$ cat config.mk
export PLATFORM = sky130hd
export DESIGN_NAME = fetch_decode_buffer
export DESIGN_NICKNAME = d
export VERILOG_FILES = /design/src/rtl/fetch_decode_buffer.sv
export SDC_FILE = /design/constraint.sdc
export NUM_CORES = 1
export LEC_CHECK = 0
export ABC_CLOCK_PERIOD_IN_PS = 12800
export CAP_MARGIN = 20
export CORE_MARGIN = 2
export CORE_UTILIZATION = 45
export DETAILED_ROUTE_END_ITERATION = 10
export PLACE_DENSITY = 0.75
export REMOVE_ABC_BUFFERS = 1
export SETUP_SLACK_MARGIN = 0.02
export SLEW_MARGIN = 30
export SYNTH_ARGS = -nofsm -noshare
export SYNTH_HDL_FRONTEND = slang
export SYNTH_SLANG_ARGS = --single-unit
$ cat constraint.sdc
create_clock -name clk -period 12.8 [get_ports clk]
set_input_delay 1.28 -clock clk [delete_from_list [all_inputs] [get_ports clk]]
set_output_delay 1.28 -clock clk [all_outputs]
set_load 0.01 [all_outputs]
$ cat src/rtl/fetch_decode_buffer.sv
`default_nettype none
// ============================================================================
//  Module      : fetch_decode_buffer
//  Description : Circular FIFO between fetch and decode. Each entry is
//                classified (U/J immediate type, illegal encoding) at push.
//  Revision    : 1.0  initial release
// ============================================================================
module fetch_decode_buffer #(
    parameter int DEPTH = 2,
    parameter int PC_W  = 32
) (
    input  logic                     clk,
    input  logic                     rst,
    input  logic                     in_valid,
    output logic                     in_ready,
    input  logic [31:0]              in_instr,
    input  logic [PC_W-1:0]          in_pc,
    input  logic                     flush,
    output logic                     out_valid,
    input  logic                     out_ready,
    output logic [6:0]               out_opcode,
    output logic [24:0]              out_instr_data,
    output logic                     out_specifier,
    output logic                     out_uj,
    output logic                     out_illegal,
    output logic [PC_W-1:0]          out_pc,
    output logic [$clog2(DEPTH):0]   count
);

    localparam int                c_aw       = $clog2(DEPTH);
    localparam logic [c_aw:0]     c_full     = (c_aw+1)'(DEPTH);
    localparam logic [c_aw:0]     c_cnt_one  = (c_aw+1)'(1);
    localparam logic [c_aw-1:0]   c_ptr_one  = c_aw'(1);
    localparam logic [6:0]        c_op_jal   = 7'b1101111;
    localparam logic [6:0]        c_op_lui   = 7'b0110111;
    localparam logic [6:0]        c_op_auipc = 7'b0010111;

    typedef struct packed {
        logic [6:0]      opcode;
        logic [24:0]     data;
        logic            specifier;
        logic            uj;
        logic            illegal;
        logic [PC_W-1:0] pc;
    } entry_t;

    entry_t          r_mem [DEPTH];
    logic [c_aw-1:0] r_rd_ptr;
    logic [c_aw-1:0] r_wr_ptr;
    logic [c_aw:0]   r_count;

    entry_t w_new;
    entry_t w_head;
    logic   w_push;
    logic   w_pop;

    assign in_ready  = (r_count < c_full);
    assign out_valid = (r_count != '0);
    assign count     = r_count;
    assign w_push    = in_valid && in_ready;
    assign w_pop     = out_valid && out_ready;

    always_comb begin
        w_new           = '0;
        w_new.opcode    = in_instr[6:0];
        w_new.data      = in_instr[31:7];
        w_new.illegal   = (in_instr[1:0] != 2'b11);
        w_new.pc        = in_pc;
        w_new.specifier = (in_instr[6:0] == c_op_jal);
        w_new.uj        = (in_instr[6:0] == c_op_jal) ||
                          (in_instr[6:0] == c_op_lui) ||
                          (in_instr[6:0] == c_op_auipc);
    end

    // Payload is not reset; the head view below is masked while empty.
    always_ff @(posedge clk) begin
        if (!rst && !flush && w_push) begin
            r_mem[r_wr_ptr] <= w_new;
        end
    end

    always_ff @(posedge clk) begin
        if (rst || flush) begin
            r_rd_ptr <= '0;
            r_wr_ptr <= '0;
            r_count  <= '0;
        end else begin
            if (w_push) begin
                r_wr_ptr <= r_wr_ptr + c_ptr_one;
            end
            if (w_pop) begin
                r_rd_ptr <= r_rd_ptr + c_ptr_one;
            end
            case ({w_push, w_pop})
                2'b10:   r_count <= r_count + c_cnt_one;
                2'b01:   r_count <= r_count - c_cnt_one;
                default: r_count <= r_count;
            endcase
        end
    end

    assign w_head         = out_valid ? r_mem[r_rd_ptr] : '0;
    assign out_opcode     = w_head.opcode;
    assign out_instr_data = w_head.data;
    assign out_specifier  = w_head.specifier;
    assign out_uj         = w_head.uj;
    assign out_illegal    = w_head.illegal;
    assign out_pc         = w_head.pc;

endmodule
`default_nettype wire
==> results.py <==
metrics = {
    "run_status": {
        "status": "finished clean",
    },
    "critical_path": {
        "reg2regPathDepth": 4,
        "cp_max_fo": 35,
        "rrSetupSlack_ps": 10650,
        "slowest_stage": "dfxtp_4",
        "r2r-start": "count[1]",
        "critPathBufInv": 2,
        "crit_chain": "buf_16 -> mux2i_1 -> nor2_1 -> clkdlybuf4s50_1",
        "worstSetupPathType": "reg -> out",
        "slowest_delay_ps": 730,
        "critPathRequiredTime_ps": 11520,
        "r2r_end": "r_mem[0][21]",
        "crit_path_start_kind": "flip-flop",
        "crit_family": "buffers and inverters",
        "endpoint_kind": "output pin",
        "cp_num_cells": 4,
        "endpoint": "out_instr_data[12]",
        "worstPathArrival_ps": 2290,
    },
    "synthesis": {
        "ys_ff_latch": 139,
        "synthCells": 316,
        "ys_seq_area_share_pct": 77.9,
        "yosysUniqueCellTypes": 23,
        "synth_area_per_cell_um2": 16.8,
        "syn_area_um2": 5290,
        "yosysWarnings": 0,
    },
    "die": {
        "io_pins": 140,
        "fp.coreArea_um2": 11500,
        "die_y_um": 112,
        "fp.dieW_um": 112,
        "rows": 39,
        "design.die.area_um2": 12600,
        "start_util_pct": 46.2,
    },
    "timing": {
        "rsz0062_at_grt": "false",
        "finClkSkew_ps": 12.1,
        "finalHoldViolCount": 0,
        "period_share_pct": 27.9,
        "relSlewSlack_pct": 38.9,
        "whs_ps": 628,
        "worstMarginPinSlew_ps": 916,
        "setup_tns_ps": 0,
        "finalMaxSlewViolations": 0,
        "setup_viol": 0,
        "final.min_clock_period_ps": 3570,
        "max_freq_mhz": 280,
    },
    "clocking": {
        "postCtsSetupRepairBufs": 0,
        "postCtsResizedCells": 0,
        "clockRootBuffer": "clkbuf_16",
        "htreeDepth": 4,
        "ctsHoldBuffers": 0,
        "cts_buffer_depth": 2,
        "clock-sinks": 139,
        "clk_pin_slew_worst_paths_ps": 60,
        "clkLatencyLatePin_ps": 410,
        "cts_tree": "built",
        "cts_buffers": 17,
    },
    "layout": {
        "layoutNonFillerInstCount": 619,
        "diodes": 0,
        "finish.utilization_pct": 64.9,
        "syn_to_final_growth_pct": 40.6,
        "fillCellCount": 853,
        "drive_gt1_share_pct": 8.19,
        "fin_nets": 533,
    },
    "placement": {
        "io_buffers": 139,
        "dp_cells": 586,
        "gp_congestion": 0.742,
        "post-dp-hpwl_mm": 6.22,
    },
    "detailed_routing": {
        "ant_nets": 0,
        "firstDrtPassIters": 4,
        "drt-total-wl_mm": 9.93,
        "drc": 0,
        "first_iter_violations": 155,
        "vias_per_cell": 4.90,
        "wire_per_inst_um": 16.0,
        "via_count": 3035,
    },
    "grt": {
        "grt_pass1_vias": 3135,
        "grt_max_degree": 69,
        "grt_first_pass_wirelength_mm": 15.3,
        "antenna_found_initial": 0,
        "track_usage_pct": 15.9,
        "grt-ovfl-total": 0,
    },
    "job": {
        "cap_violations": 0,
    },
    "power": {
        "power_density_nw_per_um2": 142,
        "p_leak_nw": 2.37,
        "peakVddDrop_mv": 0.0753,
    },
    "worst_hold_path": {
        "hold_path.class": "reg -> reg",
    },
}
## flip-flops by register name, indices dropped and copies added (netlist names), named ones only
register	cells
count	2
r_mem	134
r_rd_ptr	1
r_wr_ptr	1
## metrics by stage
step,instance area [um2],worst slack (ps),power (mW)
floorplan,5210,4240,0.554
global placement,6820,9410,0.607
detailed placement,6850,9340,0.609
CTS,7420,9170,1.06
global route,7440,9070,1.09
finish,7440,9230,1.05
## area by class of cell
| cell class | instances | area, um2 | area share, % |
|---|---|---|---|
| Sequential cell | 139 | 4130 | 55.5 |
| Timing Repair Buffer | 143 | 1460 | 19.6 |
| Multi-Input combinational cell | 158 | 1090 | 14.7 |
| Clock buffer | 21 | 470 | 6.32 |
| Tap cell | 143 | 179 | 2.40 |
| Clock inverter | 11 | 96.3 | 1.29 |
| Inverter | 4 | 15.0 | 0.202 |
## kinds of logic after synthesis
logic type	synth area share, %
flops	77.9
simple gates	6.31
mux	12.7
buf+inv	1.80
compound gates	0.425
xor+xnor	0.662
fa+ha+maj	0.236
## synth_stat cells (all sizes together)
library cell  number  area, um2
and3               1       6.26
nor2              70        263
nor4               1       6.26
xnor2              2       17.5
mux2i             67        671
or3b               1       8.76
nand2              1       3.75
o21ai              2       10.0
inv                4       15.0
nor3               4       20.0
ha                 1       12.5
a21oi              1       5.00
clkbuf             4       15.0
a21boi             1       7.51
or3                1       6.26
nor2b              1       6.26
nand4b             1       8.76
nand3              1       5.00
xor2               2       17.5
buf               11       65.1
dfxtp              5        100
edfxtp           134       4020
## cell usage in the layout (no fill, tap or decap)
cell	n
nor3_1	4
ha_1	1
clkinv_1	1
clkinvlp_4	7
clkbuf_16	17
a21boi_0	1
clkbuf_8	3
buf_16	2
nand2_1	1
nand3_1	1
edfxtp_1	134
clkinv_2	2
o21ai_0	2
nor4_2	1
mux2i_1	67
a21oi_1	1
nor2_1	69
dfxtp_1	4
dfxtp_4	1
clkdlybuf4s50_1	139
clkbuf_1	1
bufinv_16	1
or3_1	1
and3_4	1
nor2b_1	1
inv_1	4
or3b_2	1
buf_4	2
nand4b_1	1
xnor2_1	2
xor2_1	2
nor2_4	1
## worst min-delay path, stage by stage, from the launching register on
cell and delay [ps]:
dfxtp_1 380, o21ai_0 120, a21boi_0 80
## report_power, final
part	switching [mW]	internal, mW
Combinational	0.0375	0.0486
Clock	0.174	0.281
Sequential	0.00409	0.509
Total	0.216	0.838
## worst min-delay path by stage
stage                  start   endpoint  slack [ps]  depth (start not counted)
floorplan           r_rd_ptr  flip-flop         520                          2
global placement    r_rd_ptr   r_rd_ptr         540                          2
detailed placement  r_rd_ptr  flip-flop         600                          2
CTS                 r_rd_ptr  flip-flop         620                          2
global route        r_wr_ptr   r_wr_ptr         670                          2
finish              count[1]   count[1]         630                          2
## per-layer routing
metal  global-route usage, %  wire length (um)  up-vias
met5                       0                 0        -
met4                    6.59                62        0
met3                    4.27               480        6
met2                    27.3              5270       94
met1                    19.0              4120     1473
li1                        -                 -     1462
Power figures use the tool's default switching activity.
